--- config.mk ---
export PLATFORM = sky130hd
export DESIGN_NAME = spi_slave_regfile
export DESIGN_NICKNAME = d
export VERILOG_FILES = /design/src/rtl/spi_slave_regfile.sv
export SDC_FILE = /design/constraint.sdc
export NUM_CORES = 1
export LEC_CHECK = 0
export ABC_AREA = 1
export BUFFER_PORTS_ARGS = -buffer_cell sky130_fd_sc_hd__clkbuf_2
export CAP_MARGIN = 20
export CORE_ASPECT_RATIO = 1.2
export CORE_MARGIN = 5
export CORE_UTILIZATION = 56
export DETAILED_ROUTE_END_ITERATION = 10
export HOLD_SLACK_MARGIN = 0.06
export PLACE_DENSITY = 0.8
export SLEW_MARGIN = 20
export SYNTH_ARGS = -nofsm -noshare
export SYNTH_HDL_FRONTEND = slang
export SYNTH_SLANG_ARGS = --single-unit
export TNS_END_PERCENT = 20
--- constraint.sdc ---
create_clock -name ACLK -period 3.2 [get_ports ACLK]
set_input_delay 0.16 -clock ACLK [delete_from_list [all_inputs] [get_ports ACLK]]
set_output_delay 0.16 -clock ACLK [all_outputs]
set_load 0.01 [all_outputs]
--- src/rtl/spi_slave_regfile.sv ---
// -----------------------------------------------------------------------------
// spi_slave_regfile
//
// SPI responder for the 3-wire configuration link (CSN / SCK / shared DN).
// The SPI pins are oversampled on ACLK. The block decodes 16-bit frames and
// serves a small register file of 8-bit registers.
//
// Frame format, MSB first:
//   bit 15     R/W (1 = read)
//   bits 14:8  address
//   bits 7:0   data
// The block samples SPI_DI on SCK rise and changes SPI_DO on SCK fall (mode 0).
//
// Parameters
//   NREGS     number of 8-bit registers (2..128); addresses >= NREGS unmapped
//   ID_VALUE  read-only contents of address 0
//
// Ports
//   ACLK       system clock, at least 8x the SCK frequency
//   ARESETn    asynchronous active-low reset
//   SPI_CSN    chip select, active low, asynchronous to ACLK
//   SPI_SCK    SPI clock, idle low, asynchronous to ACLK
//   SPI_DI     data from the master (pad input side of DN)
//   SPI_DO     data to the master (pad output side of DN)
//   SPI_DO_OE  pad output enable; 1 = this block drives DN
//   wr_stb     one-cycle pulse on every committed write
//   wr_addr    address of the last committed write
//   wr_data    data of the last committed write
//   regs_flat  register file contents; register n is at [8n+7:8n]
// -----------------------------------------------------------------------------
module spi_slave_regfile #(
    parameter int          NREGS    = 16,
    parameter logic [7:0]  ID_VALUE = 8'hA5
) (
    input  logic                 ACLK,
    input  logic                 ARESETn,
    input  logic                 SPI_CSN,
    input  logic                 SPI_SCK,
    input  logic                 SPI_DI,
    output logic                 SPI_DO,
    output logic                 SPI_DO_OE,
    output logic                 wr_stb,
    output logic [6:0]           wr_addr,
    output logic [7:0]           wr_data,
    output logic [8*NREGS-1:0]   regs_flat
);

    localparam logic [1:0] ST_IDLE = 2'd0;
    localparam logic [1:0] ST_CMD  = 2'd1;
    localparam logic [1:0] ST_DATA = 2'd2;
    localparam logic [1:0] ST_HOLD = 2'd3;

    // Synchronizers: [0] first flop, [1] synchronized value, [2] edge-detect history
    logic [2:0] csn_sync_q, csn_sync_d;
    logic [2:0] sck_sync_q, sck_sync_d;
    logic [1:0] di_sync_q,  di_sync_d;

    logic [1:0]             state_q, state_d;
    logic [3:0]             cnt_q,   cnt_d;
    logic [7:0]             shift_q, shift_d;
    logic [7:0]             tx_q,    tx_d;
    logic                   rw_q,    rw_d;
    logic [6:0]             addr_q,  addr_d;
    logic                   do_q,    do_d;
    logic                   oe_q,    oe_d;
    logic                   wr_stb_q, wr_stb_d;
    logic [6:0]             wr_addr_q, wr_addr_d;
    logic [7:0]             wr_data_q, wr_data_d;
    logic [NREGS-1:0][7:0]  regs_q,  regs_d;

    logic       csn_fall_s;
    logic       csn_rise_s;
    logic       sck_rise_s;
    logic       sck_fall_s;
    logic       di_s;
    logic [7:0] shift_nxt_s;
    logic [7:0] rd_val_s;
    logic       addr_ok_s;

    // Next value of each synchronizer chain: shift the pin in at bit 0
    always_comb begin
        csn_sync_d = {csn_sync_q[1:0], SPI_CSN};
        sck_sync_d = {sck_sync_q[1:0], SPI_SCK};
        di_sync_d  = {di_sync_q[0],    SPI_DI};
    end

    assign csn_fall_s  = ~csn_sync_q[1] &  csn_sync_q[2];
    assign csn_rise_s  =  csn_sync_q[1] & ~csn_sync_q[2];
    assign sck_rise_s  =  sck_sync_q[1] & ~sck_sync_q[2];
    assign sck_fall_s  = ~sck_sync_q[1] &  sck_sync_q[2];
    assign di_s        =  di_sync_q[1];
    assign shift_nxt_s = {shift_q[6:0], di_s};

    // Writes only land on mapped, writable addresses (address 0 is the ID)
    assign addr_ok_s = (addr_q != 7'd0) && ({1'b0, addr_q} < 8'(NREGS));

    // Read-data mux for the address just completed in the command byte;
    // unmapped addresses fall through to 8'h00
    always_comb begin
        rd_val_s = 8'h00;
        for (int i = 0; i < NREGS; i++) begin
            rd_val_s = (shift_nxt_s[6:0] == 7'(i)) ? regs_q[i] : rd_val_s;
        end
    end

    // Frame FSM, shifter, read transmitter and register-file write path
    always_comb begin
        state_d   = state_q;
        cnt_d     = cnt_q;
        shift_d   = shift_q;
        tx_d      = tx_q;
        rw_d      = rw_q;
        addr_d    = addr_q;
        do_d      = do_q;
        oe_d      = oe_q;
        wr_stb_d  = 1'b0;
        wr_addr_d = wr_addr_q;
        wr_data_d = wr_data_q;
        regs_d    = regs_q;
        regs_d[0] = ID_VALUE;

        // CSN rise ends the frame from any state and beats a same-cycle SCK edge
        if (csn_rise_s) begin
            state_d = ST_IDLE;
            cnt_d   = 4'd0;
            do_d    = 1'b0;
            oe_d    = 1'b0;
        end else begin
            case (state_q)
                ST_IDLE: begin
                    if (csn_fall_s) begin
                        state_d = ST_CMD;
                        cnt_d   = 4'd0;
                        shift_d = 8'h00;
                    end else begin
                        state_d = ST_IDLE;
                    end
                end

                ST_CMD: begin
                    if (sck_rise_s) begin
                        shift_d = shift_nxt_s;
                        cnt_d   = cnt_q + 4'd1;
                        if (cnt_q == 4'd7) begin
                            rw_d    = shift_nxt_s[7];
                            addr_d  = shift_nxt_s[6:0];
                            tx_d    = shift_nxt_s[7] ? rd_val_s : 8'h00;
                            state_d = ST_DATA;
                        end else begin
                            state_d = ST_CMD;
                        end
                    end else begin
                        state_d = ST_CMD;
                    end
                end

                ST_DATA: begin
                    // Read data launches on every fall seen in DATA, starting
                    // with the fall that closes the command byte
                    if (sck_fall_s && rw_q) begin
                        do_d = tx_q[7];
                        tx_d = {tx_q[6:0], 1'b0};
                        oe_d = 1'b1;
                    end else begin
                        do_d = do_q;
                    end

                    if (sck_rise_s) begin
                        shift_d = shift_nxt_s;
                        cnt_d   = cnt_q + 4'd1;
                        if (cnt_q == 4'd15) begin
                            state_d = ST_HOLD;
                            if (!rw_q && addr_ok_s) begin
                                for (int i = 1; i < NREGS; i++) begin
                                    regs_d[i] = (addr_q == 7'(i)) ? shift_nxt_s : regs_q[i];
                                end
                                wr_stb_d  = 1'b1;
                                wr_addr_d = addr_q;
                                wr_data_d = shift_nxt_s;
                            end else begin
                                wr_stb_d = 1'b0;
                            end
                        end else begin
                            state_d = ST_DATA;
                        end
                    end else begin
                        state_d = ST_DATA;
                    end
                end

                ST_HOLD: begin
                    state_d = ST_HOLD;
                end

                default: begin
                    state_d = ST_IDLE;
                end
            endcase
        end
    end

    // State and output registers, asynchronous active-low reset
    always_ff @(posedge ACLK or negedge ARESETn) begin
        if (!ARESETn) begin
            csn_sync_q <= 3'b111;
            sck_sync_q <= 3'b000;
            di_sync_q  <= 2'b00;
            state_q    <= ST_IDLE;
            cnt_q      <= 4'd0;
            shift_q    <= 8'h00;
            tx_q       <= 8'h00;
            rw_q       <= 1'b0;
            addr_q     <= 7'd0;
            do_q       <= 1'b0;
            oe_q       <= 1'b0;
            wr_stb_q   <= 1'b0;
            wr_addr_q  <= 7'd0;
            wr_data_q  <= 8'h00;
            regs_q     <= {{(NREGS-1){8'h00}}, ID_VALUE};
        end else begin
            csn_sync_q <= csn_sync_d;
            sck_sync_q <= sck_sync_d;
            di_sync_q  <= di_sync_d;
            state_q    <= state_d;
            cnt_q      <= cnt_d;
            shift_q    <= shift_d;
            tx_q       <= tx_d;
            rw_q       <= rw_d;
            addr_q     <= addr_d;
            do_q       <= do_d;
            oe_q       <= oe_d;
            wr_stb_q   <= wr_stb_d;
            wr_addr_q  <= wr_addr_d;
            wr_data_q  <= wr_data_d;
            regs_q     <= regs_d;
        end
    end

    assign SPI_DO    = do_q;
    assign SPI_DO_OE = oe_q;
    assign wr_stb    = wr_stb_q;
    assign wr_addr   = wr_addr_q;
    assign wr_data   = wr_data_q;
    assign regs_flat = regs_q;

endmodule

==> flow_metrics.env, run 1 <==
export IMPL_ys_warn_count=0
export IMPL_leakagePower_nw=5.04
export IMPL_whs_path_depth=0
export IMPL_coreArea_um2=13900
export IMPL_utilization=0.685
export IMPL_final_cell_area_um2=9540
export IMPL_cp_depth=15
export IMPL_synth_xor_area_share=0
export IMPL_fillers=1118
export IMPL_reg2regPathDepth=15
export IMPL_clkLatencyLatePin_ps=440
export IMPL_cts_setup_buffers=0
export IMPL_finalNonFillerCells=1271
export IMPL_htreeDepth=4
export IMPL_ctsRootBufferMaster="clkbuf_16"
export IMPL_synth_area_um2=8000
export IMPL_multi_input_area_um2=3010
export IMPL_synthFlopType="dfrtp_1"
export IMPL_drt_pre_antenna_iters=6
export IMPL_wl_per_cell_um=18.9
export IMPL_place_congestion=0.901
export IMPL_ant_nets=0
export IMPL_worstMarginPinSlew_ps=896
export IMPL_max_clock_path_buffers=2
export IMPL_cts_buffers=17
export IMPL_cap_violations=0
export IMPL_yosysSeqAreaShare=0.548
export IMPL_initial_core_util=0.574
export IMPL_rsz0062_at_grt="false"
export IMPL_synth_top_family_by_area="simple AND/OR/NAND/NOR gates"
export IMPL_final_hold_violation_count=0
export IMPL_die_area_um2=16800
export IMPL_syn_to_final_growth_pct=19.2
export IMPL_hold_slack_ps=353
export IMPL_synthArstFlopShare=1.00
export IMPL_cpMaxStageDelayCell="nor2_1"
export IMPL_crit_family="simple AND/OR/NAND/NOR gates"
export IMPL_power_per_cell_area_nw_per_um2=514
export IMPL_crit_path_end_kind="register"
export IMPL_synthCells=939
export IMPL_dieWidth_um=119
export IMPL_drive_above_1_share=0.192
export IMPL_fin_crit_sh=0.898
export IMPL_regArea_um2=4380
export IMPL_synth_seq_cells=175
export IMPL_drt_wl_total_mm=24.0
export IMPL_vias_per_cell=5.72
export IMPL_vias=7274
export IMPL_setup_tns_ps=0
export IMPL_antennaDiodeCount=0
export IMPL_period_minus_slack_ps=2870
export IMPL_overflow=0
export IMPL_path_cells="inv_1, nand2_1, nor2_4, nand2_1, nor2_1, a21oi_1, nand4_1, nand2_1, nand3_1, nand2_1, nand3_1, nand2_1, nand2_1, nand2_1, a21oi_1"
export IMPL_worstPathArrival_ps=3230
export IMPL_status="finished, final reports clean"
export IMPL_syn_area_per_cell_um2=8.52
export IMPL_antenna_found_initial=0
export IMPL_post_place_cells=1238
export IMPL_synth_fa_ha_area_frac=0.0125
export IMPL_clock_sinks=175
export IMPL_drc=0
export IMPL_fp_row_count=47
export IMPL_nets=1103
export IMPL_grt_start_max_net_pins=95
export IMPL_crit_type="register to register"
export IMPL_finalClockSkew_ps=7.51
export IMPL_hold_path_class="register to register"
export IMPL_slew_headroom=0.402
export IMPL_grt_pass1_wl_mm=38.2
export IMPL_cts_tree="built"
export IMPL_slew_violations=0
export IMPL_grt_pass1_vias=7085
export IMPL_grt_use_total=0.292
export IMPL_crit_fanout=12
export IMPL_synth_edf_count=0
export IMPL_die_h_um=141
export IMPL_io_buffer_count=142
export IMPL_drt_iter0_markers=701
export IMPL_synth_cell_type_count=37
export IMPL_num_io_pins=151
export IMPL_ir_drop_v=0.000349
export IMPL_crit_top_cell="nand2_1"
export IMPL_required_ps=3560
export IMPL_setup_violations=0
export IMPL_muxShareOfSynthArea=0.0250
export IMPL_dp_hpwl_mm=16.8
export IMPL_synth_simple_area_share=0.217
export IMPL_clk_pin_slew_ps=60
export IMPL_synth_compound_area_frac=0.117
export IMPL_slowest_delay_ps=480
export IMPL_place_area_um2=8920
export IMPL_fmax_ghz=0.348
export IMPL_start_kind="register"
export IMPL_worst_path_buf_inv=1
final cells by class:
type	count	area share
Clock inverter	10	0.0148
Tap cell	171	0.0224
Multi-Input combinational cell	617	0.316
Timing Repair Buffer	167	0.0972
Sequential cell	175	0.459
Clock buffer	19	0.0464
Inverter	112	0.0441
flip-flops by register name (all words and copies together), names as in the netlist, 3 cells and up:
signal and cells:
csn_sync_q 3, shift_q 7, wr_addr 7, wr_data 8, addr_q 7, cnt_q 4
sck_sync_q 3, tx_q 8, regs_flat 120
synthesized netlist by cell type, types with 2 or more instances:
master,n,share of area
nand2_1,240,0.11
dfrtp_1,172,0.54
o21ai_0,134,0.084
inv_1,110,0.052
nor2_1,72,0.034
a21oi_1,40,0.025
nand3_1,27,0.017
nand4_1,25,0.020
clkbuf_1,20,0.0094
mux2i_1,20,0.025
buf_4,12,0.011
nor3_1,12,0.0075
ha_1,8,0.013
buf_2,7,0.0044
or2_2,5,0.0039
nor4_1,4,0.0031
dfstp_2,3,0.0098
nor3b_1,3,0.0028
a211oi_1,2,0.0019
buf_6,2,0.0028
conb_1,2,0.00094
nor2_2,2,0.0016
nor3_4,2,0.0041
o2111ai_1,2,0.0022
metrics by stage:
| stage | setup WS [ps] | power (W) |
|---|---|---|
| floorplan | 998 | 0.00263 |
| global placement | 575 | 0.00281 |
| detailed placement | 505 | 0.00282 |
| CTS | 422 | 0.00490 |
| global route | 93.8 | 0.00506 |
| finish | 328 | 0.00491 |
what timing repair did:
item,4_1_cts,5_1_grt
hold endpoints to repair,91,0
hold buffers,4,0
resized for setup,0,0
endpoints found under the setup margin,0,0
routing by layer:
layer | GRT usage | vias up | routed length (um)
li1 | - | 3327 | -
met1 | 0.368 | 3501 | 9450
met2 | 0.487 | 360 | 12000
met3 | 0.0565 | 86 | 1590
met4 | 0.136 | 0 | 934
met5 | 0 | - | 0
cell families (layout without fill, tap and decap cells):
group                    after synthesis  count (layout)
AND/OR/NAND/NOR                      399             399
other                                  2               8
multiplexers                          20              20
adder cells (fa/ha/maj)                8               8
flip-flops                           175             175
AO/OA/AOI/OAI                        182             182
buffers and inverters                153             308
layout by cell type, fill, tap and decap left out, types with 4 or more instances in the layout:
cell	synthesis	routed
dlygate4sd3_1	0	4
clkbuf_2	0	141
a21oi_1	40	40
nand4_1	25	25
o21ai_0	134	134
nand2_1	240	240
nand3_1	27	27
buf_4	12	20
inv_1	110	110
ha_1	8	8
nor3_1	12	12
mux2i_1	20	20
or2_2	5	5
clkbuf_16	0	17
conb_1	2	8
nor2_1	72	72
dfrtp_1	172	172
power by group:
part	switching (W)	internal (W)	total (W)
Combinational	0.000336	0.000135	0.000471
Clock	0.000860	0.00123	0.00209
Sequential	0.0000629	0.00228	0.00234
final timing paths:
check | from | slack (ps) | to
worst max-delay path | shift_q[4]$_DFFE_PN0P_ | 330 | tx_q[7]$_DFFE_PN0P_
worst min-delay path | di_sync_q[0]$_DFF_PN0_ | 350 | di_sync_q[1]$_DFF_PN0_
worst max register to register | shift_q[4]$_DFFE_PN0P_ | 330 | tx_q[7]$_DFFE_PN0P_
worst min register to register | di_sync_q[0]$_DFF_PN0_ | 350 | di_sync_q[1]$_DFF_PN0_
max in group asynchronous | ARESETn | 1980 | tx_q[4]$_DFFE_PN0P_
min in group asynchronous | ARESETn | 370 | cnt_q[0]$_DFFE_PN0P_
Power figures use the tool's default switching activity.
==> run 2: changes to the inputs <==
--- a/config.mk
+++ b/config.mk
@@ -5,13 +5,14 @@
 export SDC_FILE = /design/constraint.sdc
 export NUM_CORES = 1
 export LEC_CHECK = 0
-export ABC_AREA = 1
+export ABC_AREA = 0
 export BUFFER_PORTS_ARGS = -buffer_cell sky130_fd_sc_hd__clkbuf_2
 export CAP_MARGIN = 20
 export CORE_ASPECT_RATIO = 1.2
 export CORE_MARGIN = 5
 export CORE_UTILIZATION = 56
 export DETAILED_ROUTE_END_ITERATION = 10
+export GPL_TIMING_DRIVEN = 0
 export HOLD_SLACK_MARGIN = 0.06
 export PLACE_DENSITY = 0.8
 export SLEW_MARGIN = 20
==> run 2 against run 1 <==
Die area increased by 5.1%; global-route usage grew 0.54 points; core utilization down 0.34 points; hold slack got worse by 16 ps; wire length grew 4.9%; sequential power decreased by 3%.
==> flow_metrics.env, run 2 <==
export IMPL_status="finished, final reports clean"
export IMPL_required_ps=3490
export IMPL_crit_path_end_kind="register"
export IMPL_vias_per_cell=6.06
export IMPL_clock_sinks=175
export IMPL_drt_pre_antenna_iters=5
export IMPL_cap_violations=0
export IMPL_grt_pass1_vias=6763
export IMPL_syn_to_final_growth_pct=20.1
export IMPL_yosysSeqAreaShare=0.519
export IMPL_place_congestion=0.994
export IMPL_htreeDepth=4
export IMPL_cts_tree="built"
export IMPL_cpMaxStageDelayCell="a2111oi_0"
export IMPL_reg2regPathDepth=7
export IMPL_wl_per_cell_um=22.9
export IMPL_grt_use_total=0.297
export IMPL_overflow=0
export IMPL_r2r_start="di_sync_q[1]$_DFF_PN0_"
export IMPL_synth_cell_type_count=66
export IMPL_yosys_top_cells_count="dfrtp_1, mux2_2, nand2_1, clkbuf_1, o21ai_0"
export IMPL_final_common_cell="dfrtp_1"
export IMPL_hold_path_class="input pin to async pin"
export IMPL_reg2reg_to="tx_q[1]$_DFFE_PN0P_"
export IMPL_num_io_pins=151
export IMPL_ant_nets=0
export IMPL_synth_area_leader_cell="dfrtp_1"
export IMPL_synthArstFlopShare=1.00
export IMPL_synthCells=712
export IMPL_crit_family="buffers and inverters"
export IMPL_antenna_found_initial=0
export IMPL_largest_reg_flops=120
export IMPL_worst_slack_ps=7.65
export IMPL_drt_iter0_markers=615
export IMPL_multi_input_area_um2=3770
export IMPL_antennaDiodeCount=0
export IMPL_power_per_cell_area_nw_per_um2=490
export IMPL_slowest_delay_ps=730
export IMPL_grt_start_max_net_pins=92
export IMPL_clkLatencyLatePin_ps=440
export IMPL_ctsRootBufferMaster="clkbuf_16"
export IMPL_dieWidth_um=122
export IMPL_grt_pass1_wl_mm=39.2
export IMPL_cts_buffers=17
export IMPL_max_clock_path_buffers=2
export IMPL_crit_fanout=10
export IMPL_drive_above_1_share=0.395
export IMPL_path_cells="clkbuf_1, buf_2, buf_1, mux2i_1, o22ai_1, a2111oi_0, a21oi_1"
export IMPL_die_h_um=145
export IMPL_start_kind="register"
export IMPL_worst_path_buf_inv=3
export IMPL_nets=898
export IMPL_finalClockSkew_ps=11.9
export IMPL_initial_core_util=0.567
export IMPL_setup_tns_ps=0
export IMPL_drt_wl_total_mm=25.2
export IMPL_yosysMostFrequentCell="dfrtp_1"
export IMPL_ys_warn_count=0
export IMPL_synth_area_um2=8450
export IMPL_slew_violations=0
export IMPL_synth_edf_count=0
export IMPL_fillers=1182
export IMPL_worstPathArrival_ps=3480
export IMPL_dp_hpwl_mm=17.9
export IMPL_pre_cts_ws_ps=50.8
export IMPL_final_cell_mix="dfrtp_1, clkbuf_2, mux2_2"
export IMPL_die_area_um2=17700
export IMPL_coreArea_um2=14900
export IMPL_setup_violations=0
export IMPL_ir_drop_v=0.000310
export IMPL_synthFlopType="dfrtp_1"
export IMPL_leakagePower_nw=4.95
export IMPL_drc=0
export IMPL_fin_crit_sh=0.998
export IMPL_synth_area_top_cells="dfrtp_1, mux2_2, mux2i_1"
export IMPL_period_minus_slack_ps=3190
export IMPL_reg2reg_slack_ps=8
export IMPL_worstMarginPinSlew_ps=865
export IMPL_rsz0062_at_grt="true"
export IMPL_regArea_um2=4380
export IMPL_clk_pin_slew_ps=60
export IMPL_yosysTopAreaCellShare=0.509
export IMPL_slew_headroom=0.419
export IMPL_fmax_ghz=0.313
export IMPL_io_buffer_count=142
export IMPL_syn_area_per_cell_um2=11.9
export IMPL_vias=6682
export IMPL_final_hold_violation_count=0
export IMPL_synth_seq_cells=175
export IMPL_crit_type="register to register"
export IMPL_fp_row_count=49
-- run 2: cell count changes in the layout (fill, tap and decap cells not counted), moves of 25 or more --
cell,before,now
clkbuf_1,1,42
inv_1,110,16
mux2_2,0,136
nand2_1,240,55
nand4_1,25,0
nor2_1,72,24
o21ai_0,134,27
-- run 2: area by class of cell --
class / instances / area share
buffer: 61 / 0.0276
clock buffer: 19 / 0.0436
clock inverter: 13 / 0.0160
inverter: 16 / 0.00592
multi-input combinational: 466 / 0.372
sequential: 175 / 0.432
tap: 204 / 0.0252
timing repair buffer: 148 / 0.0780
-- run 2: power by group --
part / switching, W / total (W) / internal, W
Clock: 0.000888 / 0.00214 / 0.00125
Combinational: 0.000392 / 0.000557 / 0.000164
Sequential: 0.0000270 / 0.00228 / 0.00225
-- run 2: cell families after synthesis --
logic type               share of synthesized area
multiplexers                                 0.214
other                                     0.000889
buffers and inverters                       0.0403
flip-flops                                   0.519
AND/OR/NAND/NOR                              0.110
AO/OA/AOI/OAI                                0.104
adder cells (fa/ha/maj)                     0.0118
-- run 2: per-stage QoR --
| stage | total power [W] | area [um2] | hold slack [ps] | instances | utilization |
|---|---|---|---|---|---|
| 2_1_floorplan | 0.00264 | 8470 | -136 | 718 | - |
| 3_3_place_gp | 0.00284 | 9440 | 247 | 1064 | 0.634 |
| 3_5_place_dp | 0.00285 | 9490 | 247 | 1066 | 0.637 |
| 4_1_cts | 0.00498 | 10100 | 352 | 1102 | 0.681 |
| 5_1_grt | 0.00515 | 10100 | 357 | 1102 | 0.681 |
| 6_report | 0.00497 | 10100 | 337 | 1102 | 0.681 |
-- run 2: layer usage --
layer  routed length [um]  up-vias  GRT usage
met5                    0        -          0
met4                  876        0      0.117
met3                 2190       59     0.0755
met2                12300      310      0.489
met1                 9840     3385      0.379
li1                     -     2928          -
-- run 2: how the worst max path moves through the flow --
| stage | slack (ps) | to | cells after the start | startpoint |
|---|---|---|---|---|
| floorplan | 670 | regs_flat[120]$_DFFE_PN0P_ | 9 | csn_sync_q[2]$_DFF_PN1_ |
| CTS | 0.4 | regs_flat[80]$_DFFE_PN0P_ | 8 | csn_sync_q[2]$_DFF_PN1_ |
| detailed placement | 50 | tx_q[4]$_DFFE_PN0P_ | 7 | di_sync_q[1]$_DFF_PN0_ |
| finish | 8 | tx_q[1]$_DFFE_PN0P_ | 7 | di_sync_q[1]$_DFF_PN0_ |
| global placement | -1140 | regs_flat[52]$_DFFE_PN0P_ | 1 | ARESETn |
| global route | -50 | tx_q[4]$_DFFE_PN0P_ | 7 | di_sync_q[1]$_DFF_PN0_ |
-- run 2: repair_timing --
action / 4_1_cts / 5_1_grt
hold buffers: 4 / 0
setup buffers: 0 / 0
endpoints found under the setup margin: 0 / 17
endpoints found under the hold margin: 87 / 0
resized for setup: 0 / 3
==> run 3: changes to the inputs <==
--- a/config.mk
+++ b/config.mk
@@ -5,16 +5,17 @@
 export SDC_FILE = /design/constraint.sdc
 export NUM_CORES = 1
 export LEC_CHECK = 0
-export ABC_AREA = 0
+export ABC_AREA = 1
 export BUFFER_PORTS_ARGS = -buffer_cell sky130_fd_sc_hd__clkbuf_2
 export CAP_MARGIN = 20
 export CORE_ASPECT_RATIO = 1.2
 export CORE_MARGIN = 5
-export CORE_UTILIZATION = 56
+export CORE_UTILIZATION = 57
+export CTS_BUF_LIST = sky130_fd_sc_hd__clkbuf_2 sky130_fd_sc_hd__clkbuf_4 sky130_fd_sc_hd__clkbuf_8
 export DETAILED_ROUTE_END_ITERATION = 10
 export GPL_TIMING_DRIVEN = 0
 export HOLD_SLACK_MARGIN = 0.06
-export PLACE_DENSITY = 0.8
+export PLACE_DENSITY = 0.82
 export SLEW_MARGIN = 20
 export SYNTH_ARGS = -nofsm -noshare
 export SYNTH_HDL_FRONTEND = slang
==> run 3 against run 2 <==
Clock-buffer cell count is the same; sequential share of layout area grew 3.1 points; global-route usage shrank 0.75 points; clock skew grew 2.4 ps; total power shrank 11%; die area shrank 6.4%; setup slack gained 130 ps; combinational power shrank 12%; critical path depth grew 6; wire length shrank 4.6%; non-clock buffer count shrank 20; largest cell class unchanged.
==> flow_metrics.env, run 3 (same netlist as run 1, synthesis figures left out) <==
export IMPL_crit_start="shift_q[5]$_DFFE_PN0P_"
export IMPL_worst_slack_ps=136
export IMPL_vias_per_cell=5.65
export IMPL_regArea_um2=4380
export IMPL_setup_tns_ps=0
export IMPL_swShare=0.276
export IMPL_cap_violations=0
export IMPL_drt_wl_total_mm=24.0
export IMPL_die_area_um2=16500
export IMPL_start_kind="register"
export IMPL_hold_path_class="input pin to async pin"
export IMPL_finalNonFillerCells=1296
export IMPL_ir_drop_v=0.000402
export IMPL_p_int_w=0.00320
export IMPL_p_clk_frac=0.365
export IMPL_final_common_cell="nand2_1"
export IMPL_period_minus_slack_ps=3060
export IMPL_grt_pass1_vias=6957
export IMPL_pwr_share_comb=0.110
export IMPL_post_place_cells=1260
export IMPL_rsz0062_at_grt="false"
export IMPL_overflow=0
export IMPL_power_frac_seq=0.525
export IMPL_io_buffer_count=142
export IMPL_fp_row_count=47
export IMPL_endpoint="tx_q[6]$_DFFE_PN0P_"
export IMPL_fmax_ghz=0.326
export IMPL_cts_buffers=17
export IMPL_p_total_w=0.00442
export IMPL_syn_to_final_growth_pct=18.4
export IMPL_worstPathArrival_ps=3460
export IMPL_clkLatencyLatePin_ps=470
export IMPL_pre_cts_ws_ps=212
export IMPL_dieWidth_um=118
export IMPL_reg2reg_to="tx_q[6]$_DFFE_PN0P_"
export IMPL_wl_per_cell_um=18.5
export IMPL_r2r_start="shift_q[5]$_DFFE_PN0P_"
export IMPL_final_cell_mix="nand2_1, dfrtp_1, clkbuf_2"
export IMPL_slew_violations=0
export IMPL_htreeDepth=4
export IMPL_nets=1125
export IMPL_initial_core_util=0.579
export IMPL_setup_violations=0
export IMPL_clock_sinks=175
export IMPL_crit_path_end_kind="register"
export IMPL_cp_depth=13
export IMPL_reg2regPathDepth=13
export IMPL_ant_nets=0
export IMPL_num_io_pins=151
export IMPL_status="finished, final reports clean"
export IMPL_power_per_cell_area_nw_per_um2=466
export IMPL_place_congestion=0.957
export IMPL_cts_tree="built"
export IMPL_path_cells="inv_1, nand3_1, nor3_1, inv_1, nor2_1, inv_1, o21ai_0, inv_1, nand4_1, nand2_1, nand3_1, nand2_1, a21oi_1"
export IMPL_worstMarginPinSlew_ps=945
export IMPL_slew_headroom=0.368
export IMPL_clk_pin_slew_ps=90
export IMPL_coreArea_um2=13800
export IMPL_cpMaxStageDelayCell="dfrtp_1"
export IMPL_grt_use_total=0.289
export IMPL_crit_fanout=7
export IMPL_vias=7327
export IMPL_switchingPower_w=0.00122
export IMPL_drive_above_1_share=0.192
export IMPL_final_hold_violation_count=0
export IMPL_finalClockSkew_ps=14.4
export IMPL_grt_pass1_wl_mm=37.3
export IMPL_drt_iter0_markers=734
export IMPL_dp_hpwl_mm=17.4
export IMPL_slowest_delay_ps=550
export IMPL_antenna_found_initial=0
export IMPL_reg2reg_slack_ps=140
export IMPL_crit_type="register to register"
export IMPL_fin_crit_sh=0.957
export IMPL_leakagePower_nw=4.98
export IMPL_grt_start_max_net_pins=76
export IMPL_largest_reg_flops=120
export IMPL_multi_input_area_um2=3010
export IMPL_drt_pre_antenna_iters=6
export IMPL_die_h_um=140
export IMPL_ctsRootBufferMaster="clkbuf_8"
export IMPL_required_ps=3590
export IMPL_crit_family="simple AND/OR/NAND/NOR gates"
export IMPL_max_clock_path_buffers=2
export IMPL_crit_top_cell="inv_1"
export IMPL_antennaDiodeCount=0
export IMPL_fillers=1164
export IMPL_drc=0
export IMPL_worst_path_buf_inv=4
## run 3: cell types whose count changed in the layout (fill, tap and decap cells not counted), sizes merged, moves of 21 or more
| cell | delta |
|---|---|
| nand4 | +25 |
| a21oi | +21 |
| nand3 | +22 |
| clkbuf | -21 |
| mux2 | -136 |
| nand2 | +185 |
| o21ai | +106 |
| inv | +94 |
| nor2 | +46 |
## run 3: worst register-to-register path: cells and delay by family (launching register included)
family	cells	cell delay, ps
and+or+nand+nor	7	1330
buffers and inverters	4	840
DFF	1	550
AOI/OAI and AO/OA	2	260
## run 3: how the worst min path moves through the flow
stage | start | end | slack (ps) | depth (start not counted)
after floorplan | ARESETn | SPI_DO$_DFFE_PN0P_ | -140 | 0
after global placement | SPI_CSN | csn_sync_q[0]$_DFF_PN1_ | 260 | 1
after detailed placement | ARESETn | sck_sync_q[1]$_DFF_PN0_ | 70 | 1
after CTS | ARESETn | cnt_q[2]$_DFFE_PN0P_ | 130 | 2
after global routing | ARESETn | cnt_q[2]$_DFFE_PN0P_ | 160 | 2
final | ARESETn | cnt_q[2]$_DFFE_PN0P_ | 140 | 2
## run 3: layout make-up
| type | count | area share |
|---|---|---|
| plain buffers | 41 | 0.0235 |
| repair buffers | 148 | 0.0860 |
| multi-input cells | 617 | 0.317 |
| flip-flops and latches | 175 | 0.463 |
| clock buffers | 19 | 0.0263 |
| well taps | 171 | 0.0226 |
| inverters | 112 | 0.0444 |
| clock inverters | 13 | 0.0174 |
## run 3: per-stage QoR
stage / util / hold slack [ps] / area, um2
CTS: 0.685 / 131 / 9470
global placement: 0.648 / 256 / 8950
global route: 0.686 / 158 / 9480
detailed placement: 0.652 / 70.8 / 9020
finish: 0.686 / 138 / 9480
floorplan: - / -136 / 8030
## run 3: metal layers
metal	GRT usage	vias up	part of all wire
li1	-	3365	-
met5	0	-	0
met2	0.475	377	0.48
met4	0.141	0	0.044
met1	0.368	3508	0.39
met3	0.0568	77	0.086
## run 3: what timing repair did
action | CTS | global route
hold buffers | 4 | 0
hold endpoints to repair | 177 | 0
setup endpoints to repair | 0 | 2
setup buffers | 0 | 0
resized for setup | 0 | 1
## run 3: power groups by stage
stage                     clock network (W)  logic, W  registers (W)
after floorplan                           0  0.000283        0.00235
after global placement                    0  0.000454        0.00236
after detailed placement                  0  0.000470        0.00236
after CTS                           0.00162  0.000477        0.00232
after global routing                0.00171  0.000535        0.00233
final                               0.00161  0.000488        0.00232
